<file path="config.mk">
export PLATFORM = sky130hd
export DESIGN_NAME = dut_host_init
export DESIGN_NICKNAME = d
export VERILOG_FILES = /design/src/rtl/dut_host_init.sv
export SDC_FILE = /design/constraint.sdc
export NUM_CORES = 1
export LEC_CHECK = 0
export CORE_UTILIZATION = 40
export CTS_BUF_LIST = sky130_fd_sc_hd__clkbuf_4
export CTS_CLUSTER_DIAMETER = 120
export DETAILED_ROUTE_END_ITERATION = 16
export PLACE_DENSITY = 0.79
export SLEW_MARGIN = 20
export SYNTH_ARGS = -nofsm -noshare
export SYNTH_HDL_FRONTEND = slang
export SYNTH_SLANG_ARGS = --single-unit
</file>
<file path="constraint.sdc">
create_clock -name CLK -period 9.5 [get_ports CLK]
set_input_delay 1.425 -clock CLK [delete_from_list [all_inputs] [get_ports CLK]]
set_output_delay 1.425 -clock CLK [all_outputs]
set_load 0.05 [all_outputs]
</file>
<file path="src/rtl/dut_host_init.sv">
// dut_host_init -- initiator for the din/dout/len/cfg byte-stream method interface.
//
// One request runs in four phases:
//   1. a cfg write of the request address and data,
//   2. a len transfer,
//   3. the payload streamed into din while the same number of dout bytes is
//      drained to the sink,
//   4. a cfg read of STATUS_ADDR, whose result is returned on resp_data.
//
// Every x_en is qualified combinationally by its x_rdy, so a transfer happens
// exactly when x_en is high.
//
// Ports:
//   CLK, RST_N          clock, synchronous active-low reset
//   req_*               transaction request (valid/ready, len, cfg addr/data)
//   src_*               upstream payload byte source (valid/ready)
//   snk_*               drained dout bytes, one-cycle valid pulse per byte
//   resp_*              completion pulse, status word, abort flag
//   din_*, dout_*,
//   len_*, cfg_*        method interface toward the byte-stream dut
//
// Optional feature (macro DUT_HOST_WDOG_EN):
//   A stall watchdog. WDOG_CYCLES consecutive cycles without a transfer
//   abort the transaction with resp_err = 1 and resp_data = {24'h0, rcvd}.
//   Without the macro resp_err is tied low and the host waits indefinitely.
module dut_host_init #(
  parameter logic [7:0]  STATUS_ADDR = 8'h00,
  parameter int unsigned WDOG_CYCLES = 1024
) (
  input  logic        CLK,
  input  logic        RST_N,
  input  logic        req_valid,
  output logic        req_ready,
  input  logic [7:0]  req_len,
  input  logic [7:0]  req_cfg_addr,
  input  logic [31:0] req_cfg_data,
  input  logic [7:0]  src_value,
  input  logic        src_valid,
  output logic        src_ready,
  output logic [7:0]  snk_value,
  output logic        snk_valid,
  output logic        resp_valid,
  output logic [31:0] resp_data,
  output logic        resp_err,
  output logic [7:0]  din_value,
  output logic        din_en,
  input  logic        din_rdy,
  output logic        dout_en,
  input  logic [7:0]  dout_value,
  input  logic        dout_rdy,
  output logic [7:0]  len_value,
  output logic        len_en,
  input  logic        len_rdy,
  output logic [7:0]  cfg_address,
  output logic [31:0] cfg_data_in,
  output logic        cfg_op,
  output logic        cfg_en,
  input  logic [31:0] cfg_data_out,
  input  logic        cfg_rdy
);

  typedef enum logic [2:0] {
    S_IDLE = 3'd0,
    S_CFGW = 3'd1,
    S_LEN  = 3'd2,
    S_STRM = 3'd3,
    S_STAT = 3'd4,
    S_RESP = 3'd5
  } state_t;

  state_t      state_q, state_d;
  logic [7:0]  len_q, len_d;
  logic [7:0]  addr_q, addr_d;
  logic [31:0] wdata_q, wdata_d;
  logic [7:0]  sent_q, sent_d;
  logic [7:0]  rcvd_q, rcvd_d;
  logic [7:0]  snk_value_q, snk_value_d;
  logic        snk_valid_q, snk_valid_d;
  logic [31:0] resp_data_q, resp_data_d;

`ifdef DUT_HOST_WDOG_EN
  localparam int unsigned STALL_W = $clog2(WDOG_CYCLES + 1);
  logic [STALL_W-1:0] stall_q, stall_d;
  logic               resp_err_q, resp_err_d;
  logic               stalled_s;
`endif

  // Next-state, datapath and combinationally qualified method enables.
  always_comb begin
    state_d     = state_q;
    len_d       = len_q;
    addr_d      = addr_q;
    wdata_d     = wdata_q;
    sent_d      = sent_q;
    rcvd_d      = rcvd_q;
    resp_data_d = resp_data_q;
    req_ready   = 1'b0;
    src_ready   = 1'b0;
    din_en      = 1'b0;
    dout_en     = 1'b0;
    len_en      = 1'b0;
    cfg_en      = 1'b0;
    cfg_op      = 1'b0;
    cfg_address = addr_q;
    cfg_data_in = wdata_q;
    din_value   = src_value;
    len_value   = len_q;
`ifdef DUT_HOST_WDOG_EN
    resp_err_d  = resp_err_q;
    stall_d     = stall_q;
    stalled_s   = 1'b0;
`endif

    // RST_N gates every handshake output so a reset cycle drops them at once.
    case (state_q)
      S_IDLE: begin
        req_ready = RST_N;
        if (req_valid) begin
          len_d   = req_len;
          addr_d  = req_cfg_addr;
          wdata_d = req_cfg_data;
          sent_d  = 8'd0;
          rcvd_d  = 8'd0;
          state_d = S_CFGW;
        end else begin
          state_d = S_IDLE;
        end
      end
      S_CFGW: begin
        cfg_op = 1'b1;
        cfg_en = cfg_rdy & RST_N;
        if (cfg_en) begin
          state_d = S_LEN;
        end else begin
          state_d = S_CFGW;
        end
      end
      S_LEN: begin
        len_en = len_rdy & RST_N;
        if (len_en) begin
          state_d = (len_q != 8'd0) ? S_STRM : S_STAT;
        end else begin
          state_d = S_LEN;
        end
      end
      S_STRM: begin
        // The compare against len precedes the increment, so neither counter can wrap.
        din_en    = src_valid & din_rdy & (sent_q < len_q) & RST_N;
        src_ready = din_en;
        dout_en   = dout_rdy & (rcvd_q < len_q) & RST_N;
        sent_d    = sent_q + {7'd0, din_en};
        rcvd_d    = rcvd_q + {7'd0, dout_en};
        // Use the post-increment counts so STAT follows the final transfer directly.
        if ((sent_d == len_q) && (rcvd_d == len_q)) begin
          state_d = S_STAT;
        end else begin
          state_d = S_STRM;
        end
      end
      S_STAT: begin
        cfg_op      = 1'b0;
        cfg_address = STATUS_ADDR;
        cfg_data_in = 32'h0000_0000;
        cfg_en      = cfg_rdy & RST_N;
        if (cfg_en) begin
          resp_data_d = cfg_data_out;
`ifdef DUT_HOST_WDOG_EN
          resp_err_d  = 1'b0;
`endif
          state_d     = S_RESP;
        end else begin
          state_d = S_STAT;
        end
      end
      S_RESP: begin
        state_d = S_IDLE;
      end
      default: begin
        state_d = S_IDLE;
      end
    endcase

`ifdef DUT_HOST_WDOG_EN
    // A transfer always coincides with either a state change or STRM progress,
    // so clearing on "not stalled" covers both the transfer and state-change cases.
    stalled_s = ((state_q == S_CFGW) || (state_q == S_LEN) ||
                 (state_q == S_STRM) || (state_q == S_STAT)) &&
                !(cfg_en || len_en || din_en || dout_en);
    if (!stalled_s) begin
      stall_d = '0;
    end else if (stall_q == STALL_W'(WDOG_CYCLES - 1)) begin
      stall_d     = '0;
      state_d     = S_RESP;
      resp_err_d  = 1'b1;
      resp_data_d = {24'h00_0000, rcvd_q};
    end else begin
      stall_d = stall_q + STALL_W'(1);
    end
`endif
  end

  // Sink pipeline: register each drained dout byte and pulse snk_valid one cycle later.
  always_comb begin
    snk_valid_d = dout_en;
    snk_value_d = dout_en ? dout_value : snk_value_q;
  end

  // State and datapath registers with synchronous active-low reset.
  always_ff @(posedge CLK) begin
    if (!RST_N) begin
      state_q     <= S_IDLE;
      len_q       <= 8'd0;
      addr_q      <= 8'd0;
      wdata_q     <= 32'h0000_0000;
      sent_q      <= 8'd0;
      rcvd_q      <= 8'd0;
      snk_value_q <= 8'd0;
      snk_valid_q <= 1'b0;
      resp_data_q <= 32'h0000_0000;
`ifdef DUT_HOST_WDOG_EN
      stall_q     <= '0;
      resp_err_q  <= 1'b0;
`endif
    end else begin
      state_q     <= state_d;
      len_q       <= len_d;
      addr_q      <= addr_d;
      wdata_q     <= wdata_d;
      sent_q      <= sent_d;
      rcvd_q      <= rcvd_d;
      snk_value_q <= snk_value_d;
      snk_valid_q <= snk_valid_d;
      resp_data_q <= resp_data_d;
`ifdef DUT_HOST_WDOG_EN
      stall_q     <= stall_d;
      resp_err_q  <= resp_err_d;
`endif
    end
  end

  assign snk_value  = snk_value_q;
  assign snk_valid  = snk_valid_q;
  assign resp_valid = (state_q == S_RESP) & RST_N;
  assign resp_data  = resp_data_q;
`ifdef DUT_HOST_WDOG_EN
  assign resp_err   = resp_err_q;
`else
  assign resp_err   = 1'b0;
`endif

endmodule

</file>
==> run summary, run 1 <==
==================================================================================================
Placeable core area                                                                   0.0132 sq mm
Number of global-route vias before repair                                                     4885
Clock transition time at the flip-flop clock pins of the worst setup and hold paths         150 ps
Number of nets in the final layout                                                             963
Count of max-cap constraint violations                                                           0
Final weighted congestion in routability-driven placement                                    0.839
Area after detailed placement                                                         0.00731 sq mm
CTS tree                                                                                      done
Total CTS buffers                                                                                9
Final worst-path cycle share                                                                 54.0%
Final min period                                                                           5130 ps
Worst-margin pin slew                                                                       681 ps
Wire length of the first global-routing pass                                          24300 microns
Detailed-placement wirelength estimate                                                10700 microns
Relative max-transition margin                                                               54.4%
Unique cell type count in the Yosys netlist                                                     54
Endpoint of the most critical register-to-register path                                 state_q[1]
Unrepaired setup endpoints after global routing                                              false
Number of resized instances in the post-cts repair step                                          0
Share of synthesized registers carrying an async set or reset                                   0%
Startpoint of the most critical hold path                                                addr_q[4]
Number of setup buffers added after CTS                                                          0
DRC violations left                                                                              0
Primary FF master, synth                                                              sky130_fd_sc_hd__dfxtp_1
Fraction of the yosys area taken by sequential cells                                         40.1%
Number of antenna repair diodes                                                                  0
Post-synthesis register bit count                                                              108
Wirelength per Cell                                                                   14.3 microns
Logic depth of the worst register-to-register path                                              14
Largest net degree at the start of global routing                                               68
Total of hold buffers inserted after clock tree synthesis                                        0
Largest vdd supply drop                                                                    91.9 uV
Post-layout total power                                                                     955 uW
Detailed Route WL                                                                     14600 microns
Cells along the critical path                                                         buf_4, buf_4, nand2_1, a21oi_1, clkdlybuf4s50_1
Sum of negative setup slack                                                                   0 ps
Clock sink count                                                                               108
Fin util                                                                                     56.9%
Total via count after detailed routing                                                        5017
ANT nets after route                                                                             0
Maximum root-to-sink buffer count                                                                2
CP required                                                                                8080 ps
Highest-delay cell along the critical path                                            sky130_fd_sc_hd__clkdlybuf4s50_1
Layout Skew                                                                                18.7 ps
Number of standard-cell rows in the floorplan                                                   42
Launching element type of the critical path                                              input pin
Buffer and inverter count on the worst path                                                      3
Horizontal die dimension                                                               118 microns
Summed instance area of the synthesized netlist                                       0.00540 sq mm
Worst path max stage delay                                                                  840 ps
Boundary Pins                                                                                  210
Number of stages on the worst hold path                                                          2
Crit. End Element                                                                     primary output
Number of buffers added on ports                                                               192
Final number of setup-violating endpoints                                                        0
Detailed-route vias per instance                                                              4.91
Die Y                                                                                  118 microns
Post-layout instance area                                                             0.00750 sq mm
WP data arrival                                                                            3710 ps
Origin of the critical flop-to-flop path                                              len_value[6]
Layout cell share with drive strength beyond 1                                               4.49%
Endpoint, Worst Hold                                                                     addr_q[4]
Number of instances in the placed design                                                      1005
Library cell used as clock root buffer                                                sky130_fd_sc_hd__clkbuf_4
Die outline area                                                                      0.0140 sq mm
Initial cell density of the core                                                             40.9%
Maximum level of the CTS H-tree                                                                  3
Category of the most critical setup path                                              input pin to primary output
Average footprint of a synthesized cell                                                 7.90 sq um
Initial antenna violation count                                                                  0
Violation count after the first detailed-route iteration                                       234
Power density over the cells                                                           127 mW/mm^2
Status                                                                                finished clean
Global-route usage over all layers                                                           21.8%
Worst-Skew Late Latency                                                                     490 ps
Synth Net Count                                                                                805
Relative area change from synthesis to final layout                                          39.0%
Number of enable flip-flop cells after synthesis                                                 0
Worst reg2reg setup slack                                                                  5390 ps
Leakage power of the design                                                                2.78 nW
Number of iterations in the first detailed-routing pass                                          5
Max Freq                                                                                   195 MHz
Cell family with most CP delay                                                        buffers and inverters
Count of final hold-check violations                                                             0
GRT overflow                                                                                     0
Finished Layout Cells                                                                         1022
Total of warnings raised by yosys                                                                0
Worst Path Max Fanout                                                                           67
Filler cells                                                                                  1239
Cell repeated most along the worst path                                               sky130_fd_sc_hd__buf_4
Post-synthesis cell count                                                                      683
Kind of path behind the tightest hold check                                           flop to flop
Max-slew violation count                                                                         0
==================================================================================================
[through the flow]
step	worst slack [ps]	hold WS, ps
6_report	4370	463
5_1_grt	4190	489
4_1_cts	4360	468
3_5_place_dp	4380	448
3_3_place_gp	4390	438
2_1_floorplan	4570	430
[per-layer routing]
layer	wire [microns]	share of wire [%]	up-vias	GRT usage [%]
met1	6470	44	2253	26.4
li1	-	-	2602	-
met3	1040	7.1	25	6.76
met2	6720	46	137	35.4
met4	369	2.5	0	9.54
met5	0	0	-	0
[cell families (layout without fill, tap and decap cells)]
logic type	count (synthesis)	in the layout	synth area share (%)
muxes	9	9	1.67
xor gates and xnor gates	7	7	1.14
adders and majority gates	18	18	4.17
buffers and inverters	68	231	6.31
and+or+nand+nor	321	321	27.9
other	1	1	0.0695
AOI/OAI and AO/OA	151	151	18.7
DFF	108	108	40.1
[cells in the final DEF, fill, tap and decap left out, drive strengths merged, types with 5 or more instances in the layout]
cell type / n
a21oi: 13
o21a: 5
nor2b: 10
nor4: 5
inv: 20
nor2: 12
a21o: 5
ha: 18
nor3: 8
o21ai: 54
or3: 11
mux2i: 9
clkdlybuf4s50: 191
buf: 8
nand3: 12
nand2: 199
clkbuf: 9
dfxtp: 108
and2: 42
a21boi: 54
[cell usage after synthesis (5+ instances only)]
library cell / number / area [sq um]
sky130_fd_sc_hd__nand2_1: 199 / 747
sky130_fd_sc_hd__dfxtp_1: 108 / 2160
sky130_fd_sc_hd__o21ai_0: 53 / 265
sky130_fd_sc_hd__a21boi_0: 49 / 368
sky130_fd_sc_hd__and2_1: 42 / 263
sky130_fd_sc_hd__clkbuf_1: 34 / 128
sky130_fd_sc_hd__ha_1: 18 / 225
sky130_fd_sc_hd__inv_1: 15 / 56.3
sky130_fd_sc_hd__a21oi_1: 13 / 65.1
sky130_fd_sc_hd__buf_4: 12 / 90.1
sky130_fd_sc_hd__nor2_1: 12 / 45.0
sky130_fd_sc_hd__nand3_1: 10 / 50.1
sky130_fd_sc_hd__nor2b_1: 10 / 62.6
sky130_fd_sc_hd__mux2i_1: 9 / 90.1
sky130_fd_sc_hd__or3_1: 9 / 56.3
sky130_fd_sc_hd__nor3_1: 8 / 40.0
sky130_fd_sc_hd__a21boi_1: 5 / 37.5
sky130_fd_sc_hd__a21o_1: 5 / 37.5
sky130_fd_sc_hd__nor4_1: 5 / 31.3
sky130_fd_sc_hd__o21a_1: 5 / 37.5
[cell type report]
class / instances / area (sq um) / area share, %
Multi-Input combinational cell: 507 / 2920 / 38.9
Clock inverter: 7 / 81.3 / 1.08
Sequential cell: 108 / 2160 / 28.8
Clock buffer: 9 / 67.6 / 0.901
Timing Repair Buffer: 199 / 1990 / 26.6
Tap cell: 176 / 220 / 2.94
Inverter: 16 / 60.1 / 0.801
[registers in the layout, indices dropped and copies added, names as in the netlist]
register and count:
snk_valid 1, rcvd_q 8, wdata_q 32, addr_q 8, sent_q 8, resp_data 32, snk_value 8, len_value 8
state_q 3
[worst reg2reg max path: stages, from the launching register on]
cell	delay (ps)
sky130_fd_sc_hd__dfxtp_1	510
sky130_fd_sc_hd__inv_1	160
sky130_fd_sc_hd__ha_1	320
sky130_fd_sc_hd__and3_1	180
sky130_fd_sc_hd__a221oi_1	220
sky130_fd_sc_hd__o21ai_1	120
sky130_fd_sc_hd__a211oi_1	290
sky130_fd_sc_hd__ha_1	240
sky130_fd_sc_hd__ha_1	250
sky130_fd_sc_hd__nand3_2	170
sky130_fd_sc_hd__or3_1	440
sky130_fd_sc_hd__a221oi_2	300
sky130_fd_sc_hd__o22ai_2	120
sky130_fd_sc_hd__o41ai_1	560
sky130_fd_sc_hd__a21oi_1	140
[power breakdown]
part	switching [mW]	total [mW]	internal, mW
clock network	0.166	0.251	0.0851
registers	0.0116	0.481	0.470
logic	0.127	0.222	0.0950
[how the worst max path moves through the flow]
stage,startpoint,end,slack (ps),cells after the start
floorplan,RST_N,req_ready,4570,3
global placement,RST_N,cfg_en,4390,5
detailed placement,RST_N,cfg_en,4380,5
CTS,RST_N,cfg_en,4360,5
global route,RST_N,cfg_en,4190,5
finish,RST_N,cfg_en,4370,5
Power figures use the tool's default switching activity.
==> run 2, diff against run 1 <==
- PLACE_DENSITY: 0.79 -> 0.82
- clock period: 9.5 -> 4.6 ns (I/O delays scaled with it)
==> run summary, run 2 (synthesis results as in run 1) <==
==================================================================================================
Final worst-path cycle share                                                                 92.4%
Layout cell share with drive strength beyond 1                                               4.38%   -0.11 points
Violation count after the first detailed-route iteration                                       289   +24%
Die outline area                                                                      0.0140 sq mm   unchanged
Number of iterations in the first detailed-routing pass                                          5   unchanged
Total of hold buffers inserted after clock tree synthesis                                        0   unchanged
Crit. End Element                                                                     primary output
Max Freq                                                                                   235 MHz
Number of nets in the final layout                                                             962   -0.10%
Final number of setup-violating endpoints                                                        0   unchanged
Leakage power of the design                                                                2.75 nW   -0.96%
Launching element type of the critical path                                                   flop
Largest net degree at the start of global routing                                               94   +38%
Most common library cell in the layout ignoring fill and taps                         sky130_fd_sc_hd__nand2_1
Maximum level of the CTS H-tree                                                                  3   unchanged
Die Y                                                                                  118 microns   unchanged
ANT nets after route                                                                             0   unchanged
Post-layout total power                                                                    1.92 mW   +100%
Maximum root-to-sink buffer count                                                                2   unchanged
Total via count after detailed routing                                                        5052   +0.70%
Most used cells in the layout excluding fill and tap cells                            sky130_fd_sc_hd__nand2_1 (199), sky130_fd_sc_hd__clkdlybuf4s50_1 (191), sky130_fd_sc_hd__dfxtp_1 (108), sky130_fd_sc_hd__o21ai_0 (53), sky130_fd_sc_hd__a21boi_0 (49)
Count of max-cap constraint violations                                                           0   unchanged
Detailed-placement wirelength estimate                                                11000 microns   +2.9%
Placeable core area                                                                   0.0132 sq mm   unchanged
Largest vdd supply drop                                                                     188 uV   +110%
Area after detailed placement                                                         0.00731 sq mm   unchanged
Number of standard-cell rows in the floorplan                                                   42   unchanged
Area taken by multi-input logic gates                                                 0.00291 sq mm   -0.30%
Detailed-route vias per instance                                                              4.92   +0.31%
Finished Layout Cells                                                                         1026   +0.39%
Category of the most critical setup path                                              flop to primary output
Worst slack at placement                                                                    667 ps   -3720 ps
Fin util                                                                                     56.5%   -0.35 points
CP required                                                                                3910 ps   -4170 ps
Power density over the cells                                                           258 mW/mm^2   +100%
DRC violations left                                                                              0   unchanged
Worst-Skew Late Latency                                                                     500 ps   about the same
Cell family with most CP delay                                                        buffers and inverters
Number of buffers added on ports                                                               192   unchanged
Detailed Route WL                                                                     15100 microns   +3.7%
Worst Path Max Fanout                                                                            6   -91%
Highest-delay cell along the critical path                                            sky130_fd_sc_hd__clkdlybuf4s50_1
Layout Skew                                                                                16.2 ps   -2.41 ps
WP data arrival                                                                            3560 ps   -150 ps
Crit path setup slack, layout                                                               350 ps   -4020 ps
Worst hold slack across all endpoints                                                       467 ps   +4.10 ps
Initial antenna violation count                                                                  1   +1
Final min period                                                                           4250 ps
Horizontal die dimension                                                               118 microns   unchanged
Total CTS buffers                                                                                9   unchanged
Seq. cell area                                                                        0.00216 sq mm   unchanged
Number of global-route vias before repair                                                     4735   -3.1%
Filler cells                                                                                  1185   -4.4%
Buffer and inverter count on the worst path                                                      3   unchanged
Clock sink count                                                                               108   unchanged
Number of instances in the placed design                                                      1005   unchanged
Status                                                                                finished clean
Sum of negative setup slack                                                                   0 ps   unchanged
Max-slew violation count                                                                         0   unchanged
Clock transition time at the flip-flop clock pins of the worst setup and hold paths         180 ps   +30 ps
Wirelength per Cell                                                                   14.7 microns   +3.3%
Global-route usage over all layers                                                           22.0%   +0.23 points
Library cell used as clock root buffer                                                sky130_fd_sc_hd__clkbuf_4
Boundary Pins                                                                                  210   unchanged
Post-layout instance area                                                             0.00745 sq mm   -0.62%
Count of final hold-check violations                                                             0   unchanged
Kind of path behind the tightest hold check                                           flop to flop
CTS tree                                                                                      done
Unrepaired setup endpoints after global routing                                              false
Relative area change from synthesis to final layout                                          38.1%
Initial cell density of the core                                                             40.9%   unchanged
Worst-margin pin slew                                                                      1060 ps   +376 ps
Number of resized instances in the post-cts repair step                                          0   unchanged
Worst path max stage delay                                                                  820 ps   -20 ps
Number of setup buffers added after CTS                                                          0   unchanged
Cells along the critical path                                                         inv_1, ha_1, and3_1, a221oi_1, o21ai_1, a2111o_1, inv_2, clkdlybuf4s50_1
Relative max-transition margin                                                               29.3%   -25 points
GRT overflow                                                                                     0   unchanged
Final weighted congestion in routability-driven placement                                    0.893   +6.4%
Wire length of the first global-routing pass                                          24300 microns   about the same
==================================================================================================
## run 2: changes by cell type in the layout (fill, tap and decap cells not counted), sizes merged
cell / change
diode: +5
clkinv: +2
buf: -1
bufinv: -1
inv: -1
## run 2: per-layer routing
| metal | share of wire (%) | GRT usage, % |
|---|---|---|
| met1 | 42 | 26.2 |
| met2 | 48 | 35.9 |
| met3 | 8.9 | 8.59 |
| met4 | 1.9 | 7.61 |
| met5 | 0 | 0 |
## run 2: layout make-up
type                            instances  share of cell area, %
Tap cell                              176                   2.95
Antenna cell                            5                  0.168
Timing Repair Buffer                  198                   26.4
Clock buffer                            9                  0.906
Clock inverter                          7                  0.789
Multi-Input combinational cell        507                   39.0
Sequential cell                       108                   29.0
Inverter                               16                  0.806
## run 2: where the power goes
part / internal [mW] / switching (mW) / leakage [nW]
Clock: 0.121 / 0.345 / 0.0741
Sequential: 0.970 / 0.0223 / 0.878
Combinational: 0.195 / 0.268 / 1.80
Total: 1.29 / 0.636 / 2.75
## run 2: worst paths after layout
| kind | to | from | cells past startpoint | slack, ps |
|---|---|---|---|---|
| max reg2reg | state_q[2] | len_value[6] | 14 | 540 |
| min reg2reg | resp_data[15] | resp_data[15] | 2 | 470 |
| max | dout_en | len_value[6] | 8 | 350 |
| min | resp_data[15] | resp_data[15] | 2 | 470 |
## run 2: worst reg2reg max path: cells and delay by family, from the launching register on
| family | cells | cell delay (ps) |
|---|---|---|
| compound gates | 6 | 1270 |
| fa+ha+maj | 3 | 820 |
| buf+inv | 1 | 140 |
| flops | 1 | 460 |
| simple gates | 4 | 1290 |
==> run 3, diff against run 2 <==
- SLEW_MARGIN: 20 -> unset
==> results of run 3 <==
Same layout as run 2: the final DEF is identical, and so are final timing and power.
